`config.mk`:
```
export PLATFORM = sky130hd
export DESIGN_NAME = tofpet_readout_csr
export DESIGN_NICKNAME = d
export VERILOG_FILES = /design/src/rtl/tofpet_csr_pkg.sv /design/src/rtl/tofpet_rr_arbiter.sv /design/src/rtl/tofpet_readout_csr.sv
export SDC_FILE = /design/constraint.sdc
export NUM_CORES = 1
export LEC_CHECK = 0
export CAP_MARGIN = 0
export CORE_AREA = 5 5 197 199
export DETAILED_ROUTE_END_ITERATION = 6
export DIE_AREA = 0 0 202 204
export PLACE_DENSITY_LB_ADDON = 0.2
export SETUP_SLACK_MARGIN = 0.05
export SYNTH_ARGS = -nofsm -noshare
export SYNTH_HDL_FRONTEND = slang
export SYNTH_SLANG_ARGS = --single-unit
```
`constraint.sdc`:
```
create_clock -name CK -period 4.9 [get_ports CK]
set_input_delay 0.49 -clock CK [delete_from_list [all_inputs] [get_ports CK]]
set_output_delay 0.49 -clock CK [all_outputs]
set_load 0.05 [all_outputs]
```
`src/rtl/tofpet_csr_pkg.sv`:
```
// Shared constants for the TofPet readout CSR slave: word map,
// identification value and the empty-pop marker.
package tofpet_csr_pkg;

    localparam int MAX_CH = 16;

    localparam logic [31:0] ID_VALUE       = 32'hF1CA_CA02;
    localparam logic [31:0] UNDERFLOW_MARK = 32'hDEAD_0000;

    localparam logic [5:0] A_EMPTY      = 6'h10;
    localparam logic [5:0] A_FULL       = 6'h11;
    localparam logic [5:0] A_OVF        = 6'h12;
    localparam logic [5:0] A_ID         = 6'h13;
    localparam logic [5:0] A_CTRL_OUT   = 6'h14;
    localparam logic [5:0] A_CTRL_IN    = 6'h15;
    localparam logic [5:0] A_NBIT       = 6'h16;
    localparam logic [5:0] A_COMMAND    = 6'h17;
    localparam logic [5:0] A_STATUS     = 6'h18;
    localparam logic [5:0] A_IRQ_MASK   = 6'h19;
    localparam logic [5:0] A_THRESH     = 6'h1A;
    localparam logic [5:0] A_IRQ_STAT   = 6'h1B;
    localparam logic [5:0] A_MERGED     = 6'h1C;
    localparam logic [5:0] A_LAST_CH    = 6'h1D;
    localparam logic [5:0] A_UNDERFLOW  = 6'h1E;
    localparam logic [5:0] A_USEDW_BASE = 6'h20;

    function automatic int ptr_w(input int n);
        return (n > 1) ? $clog2(n) : 1;
    endfunction

endpackage

```
`src/rtl/tofpet_rr_arbiter.sv`:
```
// Rotating-priority encoder: lowest request at or after ptr wins,
// wrapping modulo N.
module tofpet_rr_arbiter #(
    parameter int N  = 6,
    parameter int PW = 3
) (
    input  logic [N-1:0]  req,
    input  logic [PW-1:0] ptr,
    output logic [PW-1:0] gnt_idx,
    output logic          gnt_valid
);

    logic [PW-1:0] idx;

    // Walk from farthest to nearest so the nearest request overwrites last.
    always_comb begin
        gnt_idx   = '0;
        gnt_valid = 1'b0;
        idx       = '0;
        for (int i = N - 1; i >= 0; i--) begin
            idx = PW'((int'(ptr) + i) % N);
            if (req[idx]) begin
                gnt_idx   = idx;
                gnt_valid = 1'b1;
            end
        end
    end

endmodule

```
`src/rtl/tofpet_readout_csr.sv`:
```
// Avalon-MM slave for N TofPet readout FIFOs and the control FIFO pair,
// with registered reads, merged round-robin pop and interrupt logic.
module tofpet_readout_csr
    import tofpet_csr_pkg::*;
#(
    parameter int N_CH    = 6,
    parameter int DATA_W  = 32,
    parameter int USEDW_W = 11
) (
    input  logic                    CK,
    input  logic                    RESETb,
    input  logic [N_CH*DATA_W-1:0]  CH_DATA,
    input  logic [N_CH-1:0]         CH_EMPTY,
    input  logic [N_CH-1:0]         CH_FULL,
    input  logic [N_CH*USEDW_W-1:0] CH_USEDW,
    output logic [N_CH-1:0]         CH_READ,
    input  logic [DATA_W-1:0]       CTRL_FIFO_OUT,
    output logic                    CTRL_FIFO_OUT_RE,
    output logic [DATA_W-1:0]       CTRL_FIFO_IN,
    output logic                    CTRL_FIFO_IN_WE,
    output logic [31:0]             NBIT_INOUT,
    output logic [31:0]             COMMAND,
    input  logic [31:0]             STATUS_WORD,
    input  logic [5:0]              avs_address,
    input  logic [31:0]             avs_writedata,
    input  logic                    avs_read,
    input  logic                    avs_write,
    output logic [31:0]             avs_readdata,
    output logic                    avs_readdatavalid,
    output logic                    avs_waitrequest,
    output logic                    IRQ
);

    localparam int PW = ptr_w(N_CH);

    logic [31:0]       ch_data  [MAX_CH];
    logic [31:0]       ch_usedw [MAX_CH];
    logic [MAX_CH-1:0] ch_empty;

    for (genvar k = 0; k < MAX_CH; k++) begin : g_ch
        if (k < N_CH) begin : g_on
            assign ch_data[k]  = 32'(CH_DATA[k*DATA_W +: DATA_W]);
            assign ch_usedw[k] = 32'(CH_USEDW[k*USEDW_W +: USEDW_W]);
            assign ch_empty[k] = CH_EMPTY[k];
        end else begin : g_off
            assign ch_data[k]  = '0;
            assign ch_usedw[k] = '0;
            assign ch_empty[k] = 1'b1;
        end
    end

    logic [31:0]        rdata_q, rdata_d;
    logic               rvalid_q, rvalid_d;
    logic [31:0]        nbit_q, nbit_d;
    logic [31:0]        command_q, command_d;
    logic [N_CH-1:0]    irq_mask_q, irq_mask_d;
    logic [USEDW_W-1:0] thresh_q, thresh_d;
    logic [N_CH-1:0]    ovf_q, ovf_d;
    logic [31:0]        underflow_q, underflow_d;
    logic [31:0]        last_ch_q, last_ch_d;
    logic [PW-1:0]      rr_ptr_q, rr_ptr_d;
    logic               irq_q, irq_d;

    logic            rd, wr;
    logic [3:0]      ch_sel;
    logic            ch_ok;
    logic            pop_sel, pop_merged, underflow_inc;
    logic [N_CH-1:0] ovf_clr;
    logic [N_CH-1:0] irq_stat;
    logic [PW-1:0]   gnt_idx;
    logic            gnt_valid;

    // Strobes and read acceptance are held off while reset is asserted.
    assign rd     = avs_read & RESETb;
    assign wr     = avs_write & RESETb;
    assign ch_sel = avs_address[3:0];
    assign ch_ok  = int'(ch_sel) < N_CH;

    tofpet_rr_arbiter #(
        .N  (N_CH),
        .PW (PW)
    ) u_arb (
        .req       (~CH_EMPTY),
        .ptr       (rr_ptr_q),
        .gnt_idx   (gnt_idx),
        .gnt_valid (gnt_valid)
    );

    always_comb begin
        irq_stat = '0;
        for (int k = 0; k < N_CH; k++) begin
            irq_stat[k] = (thresh_q != '0) &&
                          (CH_USEDW[k*USEDW_W +: USEDW_W] >= thresh_q);
        end
    end

    always_comb begin
        rdata_d          = '0;
        rvalid_d         = rd;
        nbit_d           = nbit_q;
        command_d        = command_q;
        irq_mask_d       = irq_mask_q;
        thresh_d         = thresh_q;
        underflow_d      = underflow_q;
        last_ch_d        = last_ch_q;
        rr_ptr_d         = rr_ptr_q;
        ovf_clr          = '0;
        pop_sel          = 1'b0;
        pop_merged       = 1'b0;
        underflow_inc    = 1'b0;
        CTRL_FIFO_OUT_RE = 1'b0;

        if (rd) begin
            if (avs_address >= A_USEDW_BASE) begin
                if (int'(avs_address[4:0]) < N_CH) begin
                    rdata_d = ch_usedw[avs_address[3:0]];
                end
            end else if (!avs_address[4]) begin
                if (ch_ok) begin
                    if (ch_empty[ch_sel]) begin
                        rdata_d       = UNDERFLOW_MARK | 32'(ch_sel);
                        underflow_inc = 1'b1;
                    end else begin
                        rdata_d = ch_data[ch_sel];
                        pop_sel = 1'b1;
                    end
                end
            end else begin
                case (avs_address)
                    A_EMPTY:     rdata_d = 32'(CH_EMPTY);
                    A_FULL:      rdata_d = 32'(CH_FULL);
                    A_OVF:       rdata_d = 32'(ovf_q);
                    A_ID:        rdata_d = ID_VALUE;
                    A_CTRL_OUT: begin
                        rdata_d          = 32'(CTRL_FIFO_OUT);
                        CTRL_FIFO_OUT_RE = 1'b1;
                    end
                    A_NBIT:      rdata_d = nbit_q;
                    A_COMMAND:   rdata_d = command_q;
                    A_STATUS:    rdata_d = STATUS_WORD;
                    A_IRQ_MASK:  rdata_d = 32'(irq_mask_q);
                    A_THRESH:    rdata_d = 32'(thresh_q);
                    A_IRQ_STAT:  rdata_d = 32'(irq_stat);
                    A_MERGED: begin
                        if (gnt_valid) begin
                            rdata_d    = ch_data[4'(gnt_idx)];
                            pop_merged = 1'b1;
                            last_ch_d  = {1'b1, 27'b0, 4'(gnt_idx)};
                            rr_ptr_d   = (gnt_idx == PW'(N_CH - 1)) ?
                                         '0 : gnt_idx + PW'(1);
                        end else begin
                            last_ch_d = '0;
                        end
                    end
                    A_LAST_CH:   rdata_d = last_ch_q;
                    A_UNDERFLOW: rdata_d = underflow_q;
                    default:     rdata_d = '0;
                endcase
            end
        end

        if (wr) begin
            case (avs_address)
                A_OVF:       ovf_clr     = avs_writedata[N_CH-1:0];
                A_NBIT:      nbit_d      = avs_writedata;
                A_COMMAND:   command_d   = avs_writedata;
                A_IRQ_MASK:  irq_mask_d  = avs_writedata[N_CH-1:0];
                A_THRESH:    thresh_d    = avs_writedata[USEDW_W-1:0];
                A_UNDERFLOW: underflow_d = '0;
                default:     ;
            endcase
        end

        // A live FULL flag re-arms OVF in the same cycle it is cleared.
        ovf_d = (ovf_q & ~ovf_clr) | CH_FULL;
        if (underflow_inc && underflow_d != '1) begin
            underflow_d = underflow_d + 32'd1;
        end
        irq_d = (|(irq_stat & irq_mask_q)) | (|(ovf_q & irq_mask_q));
    end

    always_comb begin
        CH_READ = '0;
        for (int k = 0; k < N_CH; k++) begin
            CH_READ[k] = (pop_sel && ch_sel == 4'(k)) ||
                         (pop_merged && gnt_idx == PW'(k));
        end
    end

    always_ff @(posedge CK) begin
        if (!RESETb) begin
            rdata_q     <= '0;
            rvalid_q    <= 1'b0;
            nbit_q      <= '0;
            command_q   <= '0;
            irq_mask_q  <= '0;
            thresh_q    <= '0;
            ovf_q       <= '0;
            underflow_q <= '0;
            last_ch_q   <= '0;
            rr_ptr_q    <= '0;
            irq_q       <= 1'b0;
        end else begin
            rdata_q     <= rdata_d;
            rvalid_q    <= rvalid_d;
            nbit_q      <= nbit_d;
            command_q   <= command_d;
            irq_mask_q  <= irq_mask_d;
            thresh_q    <= thresh_d;
            ovf_q       <= ovf_d;
            underflow_q <= underflow_d;
            last_ch_q   <= last_ch_d;
            rr_ptr_q    <= rr_ptr_d;
            irq_q       <= irq_d;
        end
    end

    assign CTRL_FIFO_IN      = DATA_W'(avs_writedata);
    assign CTRL_FIFO_IN_WE   = wr && (avs_address == A_CTRL_IN);
    assign NBIT_INOUT        = nbit_q;
    assign COMMAND           = command_q;
    assign avs_readdata      = rdata_q;
    assign avs_readdatavalid = rvalid_q;
    assign avs_waitrequest   = 1'b0;
    assign IRQ               = irq_q;

endmodule

```
==> flow_summary_export.csv <==
group,metric,value,unit
status,failing_checks,"DRC",
worst_setup_path,critPathKind,"reg2out",
routing,drt-total-wl,68900,um
clocking,cts_root_buf,"sky130_fd_sc_hd__clkbuf_16",
timing,transition_time_at_the_pin_with_the_least_slew_margin,1.26,ns
routing,remaining_drc_errors,14,
job,cap_violations,0,
cells_and_area,final_net_count,2540,
clocking,cts_hold_buf,0,
worst_hold_path,hold_path_class,"in2reg",
pwr,cellLeakagePower,0.00730,uW
global_routing,groute.usage.overall,0.316,
place,hpwlAfterDp,53700,um
place,place_congestion,1.01,
pwr,sequentialPowerShare,0.352,
place,post-place-ws,0.224,ns
clocking,cts_inserted_buffers,17,
logic_synthesis,synth_seq_area_share,0.233,
worst_setup_path,cp_num_buf_inv,3,
routing,via_per_inst,6.19,
pwr,combinationalPowerShare,0.287,
worst_setup_path,required,4.41,ns
global_routing,grt_pass1_vias,15400,
cells_and_area,final_core_utilization,0.536,
routing,detail-route-antenna-nets,0,
worst_setup_path,critPathMostFrequentCell,"sky130_fd_sc_hd__ha_1",
floorplanning,floorplan.die.width,202,um
cells_and_area,area.growth.synth_to_final,44.6,%
pwr,switchingPower,1170,uW
global_routing,grt_pass1_wl,100000,um
global_routing,maximum_number_of_pins_on_one_net_before_global_route_repair,61,
timing,slew_headroom,0.153,
cells_and_area,layout.cell_area.non_filler,0.0198,mm^2
logic_synthesis,postSynthAreaPerCell,8.31,um^2
worst_setup_path,crit_path_start_kind,"flip-flop",
timing,postLayoutSetupSlackWorst,0.262,ns
logic_synthesis,synth.net_count,2110,
routing,drtIter0Drc,1849,
worst_setup_path,crit_path_top_delay_cell,"sky130_fd_sc_hd__or3_4",
routing,wl_per_cell,26.8,um
logic_synthesis,synth.yosys.warnings,0,
clocking,cts_sinks,160,
timing,min_period,4.64,ns
worst_setup_path,crit_arrival,4.15,ns
floorplanning,std_cell_rows,71,
logic_synthesis,synth-edff-count,0,
global_routing,antenna_found_initial,3,
pwr,worst_ir_drop_vdd,237,uV
logic_synthesis,dominantRegCellSynth,"sky130_fd_sc_hd__dfxtp_1",
timing,skew,0.0118,ns
worst_setup_path,critical-path-max-stage-delay,0.48,ns
logic_synthesis,syn_inst,1652,
pwr,switching_share,0.312,
clocking,clkSlewWorstSetupHoldPaths,0.07,ns
clocking,cts_buffer_depth,2,
timing,final_slew_violations,0,
logic_synthesis,library_cells_used_by_synthesis,85,
pwr,power_density,189,mW/mm^2
routing,via_count,15900,
logic_synthesis,synth_async_sr_flop_share,0,
timing,tns,0,ns
timing,timing_hold_violations_final,0,
timing,grt_setup_unrepaired,"false",
clocking,cts-htree-levels,4,
status,result_of_the_run,"finished with violations",
global_routing,grt.overflow.total,0,
clocking,tritoncts_clock_tree,"done",
worst_setup_path,worst-path-max-fanout,8,
worst_setup_path,critical_path.top_delay_family,"simple AND/OR/NAND/NOR gates",
timing,setup_viol_count_final,0,
routing,firstDrtPassIters,7,
floorplanning,placeableCoreArea,0.0370,mm^2
floorplanning,initial_core_util,0.370,
floorplanning,dieHeight,204,um
pwr,p_clk_frac,0.361,
floorplanning,die_area,0.0412,mm^2
clocking,worstSkewPairLatency,0.44,ns
timing,timing.final.crit_share,0.946,
floorplanning,io_pins,515,
timing,max_freq,216,MHz
place,port_buffers,513,
worst_setup_path,path_cells,"inv_1 -> ha_1 -> a21oi_4 -> inv_2 -> ha_1 -> nand2b_1 -> or3_1 -> a21oi_1 -> nor4_2 -> nor2_1 -> a2111oi_1 -> or3_4 -> ha_1 -> nand2_1 -> o21ai_0 -> buf_4",
place,placed_area,0.0192,mm^2
logic_synthesis,ys_seq_elements,160,
worst_setup_path,end_kind,"output pin",
cells_and_area,share_of_cells_above_drive_strength_1,0.0922,
logic_synthesis,synthesis.area,0.0137,mm^2
pwr,power.internal,2580,uW
==> worst paths after layout <==
kind	from	end	slack (ns)	depth (start not counted)
setup reg to reg	rr_ptr_q[1]	avs_readdata[11]	0.46	16
hold / removal	RESETb	IRQ	0.46	2
hold reg to reg	COMMAND[6]	COMMAND[6]	0.48	2
setup / recovery	rr_ptr_q[1]	CH_READ[3]	0.26	16
==> cells by family (layout without fill, tap and decap cells) <==
kind of cell,count (synthesis),in the layout,share of synthesized area
buf+inv,206,648,0.0692
mux,173,173,0.169
xor+xnor,35,35,0.0243
other cells,1,4,0.000273
compound gates,471,471,0.256
fa+ha+maj,82,82,0.0748
simple gates,524,524,0.174
flops,160,160,0.233
==> cell usage after synthesis (all sizes together), types with 17 or more instances <==
cell / n / area (um^2)
nor2: 129 / 484
o22ai: 17 / 106
dfxtp: 160 / 3200
o21a: 21 / 158
nand2: 210 / 791
o21ai: 81 / 409
clkbuf: 84 / 315
xor2: 18 / 184
nand3: 49 / 245
nand4: 29 / 181
inv: 52 / 195
mux4: 45 / 1010
a21boi: 18 / 135
a21oi: 58 / 302
mux2i: 112 / 1120
a222oi: 53 / 531
and3: 17 / 106
xnor2: 17 / 149
nor3: 25 / 125
a22oi: 33 / 248
buf: 69 / 435
ha: 82 / 1030
o211ai: 31 / 233
a211oi: 21 / 173
==> through the flow <==
stage | std cells | power [uW] | hold WS [ns]
final | 2571 | 3740 | 0.462
after global routing | 2571 | 3860 | 0.447
after CTS | 2565 | 3740 | 0.434
after detailed placement | 2532 | 2390 | 0.471
after global placement | 2532 | 2380 | 0.458
after floorplan | 1652 | 1860 | 0.433
==> power groups by stage <==
stage / clock network (uW) / registers (uW) / logic [uW]
detailed placement: 0 / 1350 / 1040
global route: 1420 / 1320 / 1130
finish: 1350 / 1320 / 1080
global placement: 0 / 1350 / 1040
CTS: 1370 / 1320 / 1060
floorplan: 0 / 1360 / 499
==> layout make-up <==
class                           count  area [um^2]
Multi-Input combinational cell   1286         9710
Fill cell                        3463        17200
Timing Repair Buffer              564         5570
Clock inverter                     13          128
Sequential cell                   160         3210
Clock buffer                       18          439
Tap cell                          474          593
Inverter                           53          199
Antenna cell                        3         7.51
==> layer usage <==
layer | track usage | vias up | wire length, um
li1 | - | 7120 | -
met1 | 0.441 | 7709 | 29200
met2 | 0.500 | 979 | 31500
met3 | 0.0689 | 103 | 6740
met4 | 0.0757 | 0 | 1510
met5 | 0 | - | 0
==> registers in the layout, summed over array words and instances (netlist names), 3 cells and up <==
register      flops
COMMAND          32
NBIT_INOUT       32
avs_readdata     32
underflow_q      32
thresh_q         11
irq_mask_q        6
ovf_q             6
last_ch_q         4
rr_ptr_q          3
==> cell usage in the layout, fill, tap and decap left out, types with 18 or more instances in the layout <==
cell type	n
sky130_fd_sc_hd__a211oi_1	18
sky130_fd_sc_hd__nand2_1	208
sky130_fd_sc_hd__o21a_1	21
sky130_fd_sc_hd__dfxtp_1	158
sky130_fd_sc_hd__a21oi_1	57
sky130_fd_sc_hd__nand3_1	49
sky130_fd_sc_hd__a222oi_1	53
sky130_fd_sc_hd__mux2i_1	112
sky130_fd_sc_hd__ha_1	82
sky130_fd_sc_hd__buf_4	52
sky130_fd_sc_hd__nor3_1	23
sky130_fd_sc_hd__nand4_1	29
sky130_fd_sc_hd__o21ai_0	79
sky130_fd_sc_hd__inv_1	49
sky130_fd_sc_hd__o211ai_1	31
sky130_fd_sc_hd__mux4_2	45
sky130_fd_sc_hd__a22oi_1	33
sky130_fd_sc_hd__nor2_1	119
sky130_fd_sc_hd__clkdlybuf4s50_1	504
==> timing repair <==
| item | in CTS | in global routing |
|---|---|---|
| resized for setup | 5 | 6 |
| endpoints found under the setup margin | 6 | 6 |
| pin swaps | 1 | 4 |
| setup buffers | 2 | 3 |
Power figures use the tool's default switching activity.
==> edit: new RTL, config.mk and constraints unchanged <==
Set the parameter `DATA_W` to 40 (it was 32).
--- a/src/rtl/tofpet_readout_csr.sv
+++ b/src/rtl/tofpet_readout_csr.sv
@@ -5,5 +5,5 @@
 #(
     parameter int N_CH    = 6,
-    parameter int DATA_W  = 32,
+    parameter int DATA_W  = 40,
     parameter int USEDW_W = 11
 ) (
Ports: changed (resized CH_DATA, CTRL_FIFO_IN and CTRL_FIFO_OUT); port bits go from 515 to 579. The function was not compared with the original's and may differ.
==> edit against the unedited design <==
- final area grew 0.64%
- synthesized area rose by 0.44%
- via count is 0.67% lower
- sequential cell count stayed put
- routed wire length up 0.48%
- setup slack got worse by 0.047 ns
- total power grew 1.7%
- sequential share of layout area fell by 0.11 points
- critical path type unchanged
==> edit: results (changes against the unedited design) <==
<table>
<tr><th>Metric</th><th>Value</th></tr>
<tr><th colspan="2">Detailed routing</th></tr>
<tr><td>Post-detailed-routing wire length</td><td>69.2 mm (was 68.9 mm)</td></tr>
<tr><td>Routed vias/inst</td><td>6.11 (was 6.19)</td></tr>
<tr><td>Vias</td><td>15,800 (was 15,900)</td></tr>
<tr><td>Initial DRC count</td><td>1,885 (was 1,849)</td></tr>
<tr><td>Detailed Routing Iterations Pass 1</td><td>6 (was 7)</td></tr>
<tr><th colspan="2">Power</th></tr>
<tr><td>Total clock network power</td><td>1.40 mW (was 1.35 mW)</td></tr>
<tr><td>Internal power</td><td>2.58 mW (about the same)</td></tr>
<tr><td>Total power draw</td><td>3.81 mW (was 3.74 mW)</td></tr>
<tr><th colspan="2">Placement</th></tr>
<tr><td>Pre-CTS worst setup slack</td><td>0.215 ns (was 0.224 ns)</td></tr>
<tr><td>Placed standard-cell area</td><td>19,300 um2 (was 19,200 um2)</td></tr>
<tr><td>Placed Instances</td><td>2,544 (was 2,532)</td></tr>
<tr><td>Detail Placement HPWL</td><td>53.7 mm (about the same)</td></tr>
<tr><th colspan="2">Worst setup path</th></tr>
<tr><td>End of the worst register-to-register path</td><td>avs_readdata[27]$_SDFF_PP0_ (was avs_readdata[11]$_SDFF_PP0_)</td></tr>
<tr><td>Reg-to-Reg Start</td><td>rr_ptr_q[0]$_SDFFE_PN0P_ (was rr_ptr_q[1]$_SDFFE_PN0P_)</td></tr>
<tr><td>Worst reg2reg setup slack</td><td>0.53 ns (was 0.46 ns)</td></tr>
<tr><th colspan="2">Synthesis</th></tr>
<tr><td>Seq/Total Area, Yosys</td><td>23.2% (was 23.3%)</td></tr>
<tr><td>Largest cells by area after synthesis</td><td>dfxtp_1 23%, mux2i_1 8.1%, ha_1 7.4%, mux4_2 7.4%, nand2_1 5.7% (was dfxtp_1 23%, mux2i_1 8.2%, ha_1 7.5%, mux4_2 7.4%, nand2_1 5.7%)</td></tr>
<tr><th colspan="2">Finish</th></tr>
<tr><td>Ratio of cells with drive above 1 in the final layout</td><td>9.40% (was 9.22%)</td></tr>
<tr><th colspan="2">GRT</th></tr>
<tr><td>Pin count of the biggest net entering global routing</td><td>59 (was 61)</td></tr>
<tr><td>Met1 demand-to-capacity share in global routing</td><td>41.8% (was 44.1%)</td></tr>
<tr><td>Total GRT Usage</td><td>32.0% (was 31.6%)</td></tr>
<tr><th colspan="2">Outcome</th></tr>
<tr><td>Status</td><td>complete, no violations (was finished, violations left)</td></tr>
<tr><th colspan="2">STA</th></tr>
<tr><td>Max Clock Skew</td><td>0.0151 ns (was 0.0118 ns)</td></tr>
<tr><td>Transition time at the pin with the least slew margin</td><td>1.28 ns (was 1.26 ns)</td></tr>
<tr><td>Final worst hold slack</td><td>0.467 ns (was 0.462 ns)</td></tr>
<tr><th colspan="2">Clocking</th></tr>
<tr><td>Number of instances resized during post-cts repair</td><td>4 (was 5)</td></tr>
<tr><th colspan="2">Worst hold path</th></tr>
<tr><td>Hold-critical path endpoint</td><td>rr_ptr_q[1]$_SDFFE_PN0P_ (was IRQ$_SDFF_PN0_)</td></tr>
</table>
edit: cell families (layout without fill, tap and decap cells):
family,Yosys count,in the layout,synth area share (%)
other,1,15,0.0272
AO/OA/AOI/OAI,471,471,25.4
multiplexers,173,173,16.8
flip-flops,160,160,23.2
buffers and inverters,214,652,7.33
XOR/XNOR,35,35,2.42
AND/OR/NAND/NOR,524,524,17.3
adder cells (fa/ha/maj),82,82,7.45
edit: worst max path at each step:
stage	end	from	cells past startpoint
after CTS	CH_READ[3]	rr_ptr_q[0]$_SDFFE_PN0P_	18
after floorplan	CH_READ[0]	rr_ptr_q[0]$_SDFFE_PN0P_	18
after global placement	avs_readdata[3]$_SDFF_PN0_	rr_ptr_q[1]$_SDFFE_PN0P_	16
final	CH_READ[2]	rr_ptr_q[0]$_SDFFE_PN0P_	15
after detailed placement	avs_readdata[3]$_SDFF_PN0_	rr_ptr_q[1]$_SDFFE_PN0P_	16
after global routing	CH_READ[3]	rr_ptr_q[1]$_SDFFE_PN0P_	18
edit: final cells by class:
cell class	count	area (um2)
well taps	474	593
multi-input cells	1294	9770
clock buffers	18	429
diodes	6	15.0
clock inverters	14	146
flip-flops and latches	160	3200
repair buffers	567	5620
inverters	53	199
fillers	3507	17100
edit: worst max-delay path, cell delays in order, from the launching register on:
cell       delay (ns)
dfxtp_1          0.35
buf_6            0.23
ha_2             0.28
xor2_2           0.18
inv_2            0.08
ha_1             0.29
nor3b_1          0.29
a2bb2oi_2        0.28
mux2_2           0.22
nor2_1           0.07
nor4b_1          0.33
nand4_1          0.20
and3_2           0.36
nand2_1          0.22
o32ai_1          0.14
buf_4            0.23
edit: routing by layer:
metal / vias to the layer above / share of wire, %
met2: 915 / 45
met4: 8 / 3.2
li1: 7160 / -
met1: 7586 / 41
met3: 135 / 11
met5: - / 0.069
